`config.mk`:
```
export PLATFORM = sky130hd
export DESIGN_NAME = alu_multicycle
export DESIGN_NICKNAME = d
export VERILOG_FILES = /design/src/rtl/alu_multicycle.sv
export SDC_FILE = /design/constraint.sdc
export NUM_CORES = 1
export LEC_CHECK = 0
export BUFFER_PORTS_ARGS = -buffer_cell sky130_fd_sc_hd__clkbuf_2
export CAP_MARGIN = 15
export CELL_PAD_IN_SITES_DETAIL_PLACEMENT = 1
export CELL_PAD_IN_SITES_GLOBAL_PLACEMENT = 1
export CORE_ASPECT_RATIO = 1.1
export CORE_MARGIN = 2
export CORE_UTILIZATION = 50
export CTS_CLUSTER_DIAMETER = 60
export DETAILED_ROUTE_END_ITERATION = 8
export HOLD_SLACK_MARGIN = 0.06
export PLACE_DENSITY_LB_ADDON = 0.1
export RECOVER_POWER = 100
export SLEW_MARGIN = 20
export SYNTH_ARGS = -nofsm -noshare
export SYNTH_HDL_FRONTEND = slang
export SYNTH_SLANG_ARGS = --single-unit
```
`constraint.sdc`:
```
create_clock -name clk -period 6.3 [get_ports clk]
set_clock_uncertainty 0.15 [all_clocks]
set_input_delay 1.26 -clock clk [delete_from_list [all_inputs] [get_ports clk]]
set_output_delay 1.26 -clock clk [all_outputs]
set_load 0.01 [all_outputs]
```
`src/rtl/alu_multicycle.sv`:
```
// ============================================================================
// alu_multicycle : registered ALU with valid/ready handshake and an iterative
//                  shift-add multiplier (one partial product per cycle)
// Revision 1.0
// ============================================================================
`default_nettype none

module alu_multicycle #(
  parameter int DATA_WIDTH = 32,
  parameter int CTRL_WIDTH = 3
) (
  input  logic                  clk,
  input  logic                  rst,
  input  logic                  in_valid,
  output logic                  in_ready,
  input  logic [DATA_WIDTH-1:0] ALUop1,
  input  logic [DATA_WIDTH-1:0] ALUop2,
  input  logic [CTRL_WIDTH-1:0] ALUctrl,
  output logic                  out_valid,
  input  logic                  out_ready,
  output logic [DATA_WIDTH-1:0] sum,
  output logic                  eq,
  output logic                  zero,
  output logic                  busy
);

  localparam int SHW   = $clog2(DATA_WIDTH);
  localparam int CNT_W = $clog2(DATA_WIDTH) + 1;

  localparam logic [CNT_W-1:0] C_LAST = CNT_W'(DATA_WIDTH - 1);

  localparam logic [1:0] S_IDLE = 2'd0;
  localparam logic [1:0] S_MUL  = 2'd1;
  localparam logic [1:0] S_DONE = 2'd2;

  localparam logic [CTRL_WIDTH-1:0] OP_ADD = CTRL_WIDTH'(0);
  localparam logic [CTRL_WIDTH-1:0] OP_SUB = CTRL_WIDTH'(1);
  localparam logic [CTRL_WIDTH-1:0] OP_AND = CTRL_WIDTH'(2);
  localparam logic [CTRL_WIDTH-1:0] OP_OR  = CTRL_WIDTH'(3);
  localparam logic [CTRL_WIDTH-1:0] OP_XOR = CTRL_WIDTH'(4);
  localparam logic [CTRL_WIDTH-1:0] OP_SLT = CTRL_WIDTH'(5);
  localparam logic [CTRL_WIDTH-1:0] OP_SLL = CTRL_WIDTH'(6);
  localparam logic [CTRL_WIDTH-1:0] OP_MUL = CTRL_WIDTH'(7);

  logic [1:0]            state_q,  state_d;
  logic [DATA_WIDTH-1:0] sum_q,    sum_d;
  logic                  eq_q,     eq_d;
  logic [DATA_WIDTH-1:0] acc_q,    acc_d;
  logic [DATA_WIDTH-1:0] mcand_q,  mcand_d;
  logic [DATA_WIDTH-1:0] mplier_q, mplier_d;
  logic [CNT_W-1:0]      cnt_q,    cnt_d;
  logic [DATA_WIDTH-1:0] alu_res;

  // Single-cycle ops; unknown codes fall through to add.
  always_comb begin
    alu_res = ALUop1 + ALUop2;
    case (ALUctrl)
      OP_ADD: alu_res = ALUop1 + ALUop2;
      OP_SUB: alu_res = ALUop1 - ALUop2;
      OP_AND: alu_res = ALUop1 & ALUop2;
      OP_OR:  alu_res = ALUop1 | ALUop2;
      OP_XOR: alu_res = ALUop1 ^ ALUop2;
      OP_SLT: alu_res = {{(DATA_WIDTH-1){1'b0}}, ($signed(ALUop1) < $signed(ALUop2))};
      OP_SLL: alu_res = ALUop1 << ALUop2[SHW-1:0];
      default: alu_res = ALUop1 + ALUop2;
    endcase
  end

  always_comb begin
    state_d  = state_q;
    sum_d    = sum_q;
    eq_d     = eq_q;
    acc_d    = acc_q;
    mcand_d  = mcand_q;
    mplier_d = mplier_q;
    cnt_d    = cnt_q;
    case (state_q)
      S_IDLE: begin
        if (in_valid) begin
          eq_d = (ALUop1 == ALUop2);
          if (ALUctrl == OP_MUL) begin
            acc_d    = '0;
            mcand_d  = ALUop1;
            mplier_d = ALUop2;
            cnt_d    = '0;
            state_d  = S_MUL;
          end else begin
            sum_d   = alu_res;
            state_d = S_DONE;
          end
        end
      end
      S_MUL: begin
        // Always runs the full DATA_WIDTH iterations so latency is fixed.
        acc_d    = mplier_q[0] ? (acc_q + mcand_q) : acc_q;
        mcand_d  = mcand_q << 1;
        mplier_d = mplier_q >> 1;
        cnt_d    = cnt_q + CNT_W'(1);
        if (cnt_q == C_LAST) begin
          sum_d   = acc_d;
          state_d = S_DONE;
        end
      end
      S_DONE: begin
        if (out_ready) state_d = S_IDLE;
      end
      default: state_d = S_IDLE;
    endcase
  end

  always_ff @(posedge clk) begin
    if (rst) begin
      state_q  <= S_IDLE;
      sum_q    <= '0;
      eq_q     <= 1'b0;
      acc_q    <= '0;
      mcand_q  <= '0;
      mplier_q <= '0;
      cnt_q    <= '0;
    end else begin
      state_q  <= state_d;
      sum_q    <= sum_d;
      eq_q     <= eq_d;
      acc_q    <= acc_d;
      mcand_q  <= mcand_d;
      mplier_q <= mplier_d;
      cnt_q    <= cnt_d;
    end
  end

  assign in_ready  = (state_q == S_IDLE);
  assign out_valid = (state_q == S_DONE);
  assign busy      = (state_q == S_MUL);
  assign sum       = sum_q;
  assign eq        = eq_q;
  assign zero      = (sum_q == '0);

endmodule

`default_nettype wire

```
==> out/metrics.cfg <==
[synth]
yosys-top-cells-area=dfxtp_1 19%, ha_1 11%, nand2_1 6.8%
yosys_warnings=0
synth_area_um2=14400
synth_top_cell_by_area=dfxtp_1
synth_edf_count=0
synth_nets=2163
synth_top_area_share=0.190
yosys_register_bits=137
synthMostInstantiatedCell=nand2_1
synth_seq_area_share=0.190
ys_async_sr_fraction=0
synth_common_cells=260 x nand2_1, 225 x nor2_1, 153 x a21oi_1
synth_ff_type=dfxtp_1
postSynthCellCount=1960
ys_types=97
syn_avg_cell_area_um2=7.35

[hold_path]
min-delay-path-class=register to register

[drt]
ant_nets=0
post_drt_wl_per_cell_um=28.7
firstDrtPassIters=5
vias_per_cell=7.10
drcViolationCount=0
routed_wl_um=67500
dr.first_iter.drc_count=1855
via_count=16729

[floorplanning]
die_x_um=166
dieArea_um2=30200
rows=65
die_h_um=182
io_pins=108
coreArea_um2=28500
start_util=0.505

[layout]
multiInputGateArea_um2=10600
final_cells=2356
fillers=3702
drive_gt1_frac=0.105
seqCellArea_um2=2740
syn2layout_area_growth_pct=7.91
fin_nets=2179

[global_route]
grt_usage=0.435
antenna_found_initial=3
grt_start_max_net_pins=88
globalRouteOverflowTotal=0
grt_pass1_wl_um=102000
grt_pass1_vias=16701

[setup_path]
cp-start-kind=register
cp.arrival_ns=5.65
crit_chain=nand2b_1 > clkinvlp_2 > clkbuf_1 > buf_4 > a21oi_1 > o21ai_0 > a31oi_1
cp.required_ns=6.52
endpoint_kind=register
worstPathMaxFanout=38
crit_type=register to register
slowest_delay_ns=1.71
cpMaxStageDelayCell=clkinvlp_2

[timing]
setup_violations=0
max_slew.worst_pin.slew_ns=2.52
rsz0062_at_grt=false
period_needed_ns=5.43
relSlewSlack=-0.677
period_share=0.862
finalMaxSlewViolations=81
hold_viol=0
fmax_ghz=0.184
tns_ns=0

[power_and_ir_drop]
p_per_area_nw_per_um2=192
ir_worst_vdd_uv=164
total_power_mw=2.99
leakage_nw=6.35

[place]
dp_cells=2325
dp_hpwl_um=49800
port_buffers=107
place.gp.congestion=1.01

[run_status]
status=finished, violations left
violations=max-capacitance violations, max-slew violations

[clocking]
cts_buffers=17
post_cts_resized=0
cts.htree.levels=4
clockBufferDepth=2
cts_sinks=137
clk_pin_slew_ns=0.07
cts_tree=done
post_cts_buffers=0
cts_root_buffer=clkbuf_16
clk_latency_ns=0.45
cts_hold_buf=0

[job]
cap_violations=2

flip-flops by register name, indices dropped and copies added, names as in the netlist:
| register | cells |
|---|---|
| acc_q | 32 |
| mcand_q | 32 |
| mplier_q | 32 |
| sum | 32 |
| cnt_q | 6 |
| state_q | 2 |
| eq | 1 |
worst paths after layout:
check,cells past startpoint,endpoint,slack [ns],from
setup reg to reg,7,sum[19],0.87,state_q[1]
hold / removal,2,sum[9],0.32,sum[9]
hold reg to reg,2,sum[9],0.32,sum[9]
setup / recovery,7,sum[19],0.87,state_q[1]
layer usage:
metal | routed length (um) | track usage
met1 | 27200 | 0.553
met3 | 5790 | 0.0767
met2 | 30800 | 0.712
met5 | 27 | 0
met4 | 3690 | 0.215
cell families (layout without fill, tap and decap cells):
kind of cell / Yosys count / after routing / synth area share
simple gates: 674 / 674 / 0.206
xor+xnor: 44 / 44 / 0.0268
mux: 73 / 73 / 0.0746
compound gates: 637 / 637 / 0.314
fa+ha+maj: 132 / 132 / 0.116
flops: 137 / 137 / 0.190
other cells: 0 / 1 / 0
buf+inv: 263 / 290 / 0.0713
through the flow:
| stage | util | area, um2 | hold slack (ns) | worst slack, ns |
|---|---|---|---|---|
| after global routing | 0.544 | 15500 | 0.356 | 0.722 |
| after detailed placement | 0.529 | 15100 | 0.316 | 1.12 |
| after floorplan | - | 14400 | 0.295 | 1.76 |
| final | 0.544 | 15500 | 0.322 | 0.870 |
| after global placement | 0.529 | 15100 | 0.305 | 1.27 |
| after CTS | 0.548 | 15600 | 0.324 | 1.57 |
cell usage in the layout, fill, tap and decap left out, types with 29 or more instances in the layout:
cell,n
a22oi_1,39
nand3_1,43
mux2i_1,32
inv_1,114
a31oi_1,31
clkbuf_2,69
ha_1,129
a311oi_1,65
xnor2_1,35
clkbuf_1,41
a21oi_1,153
dfxtp_1,137
buf_4,30
nand2_1,260
o21ai_0,86
nor2_1,225
nor3_1,31
o221ai_1,29
layout make-up:
class                           count  area share
Clock inverter                     11     0.00491
Clock buffer                       19      0.0285
Antenna cell                        1    0.000161
Multi-Input combinational cell   1560       0.684
Timing Repair Buffer              140      0.0477
Tap cell                          368      0.0296
Sequential cell                   137       0.176
Inverter                          120      0.0291
critical path, delay by kind of cell, from the launching register on:
kind	cells	cell delay, ns
flops	1	0.43
compound gates	3	0.76
simple gates	1	0.80
buf+inv	3	3.16
power by group:
part           total, mW  switching, mW  internal (mW)
combinational       1.06          0.713          0.344
sequential         0.958         0.0471          0.911
clock              0.971          0.462          0.509
No activity file was read; power rests on OpenSTA's default activity.
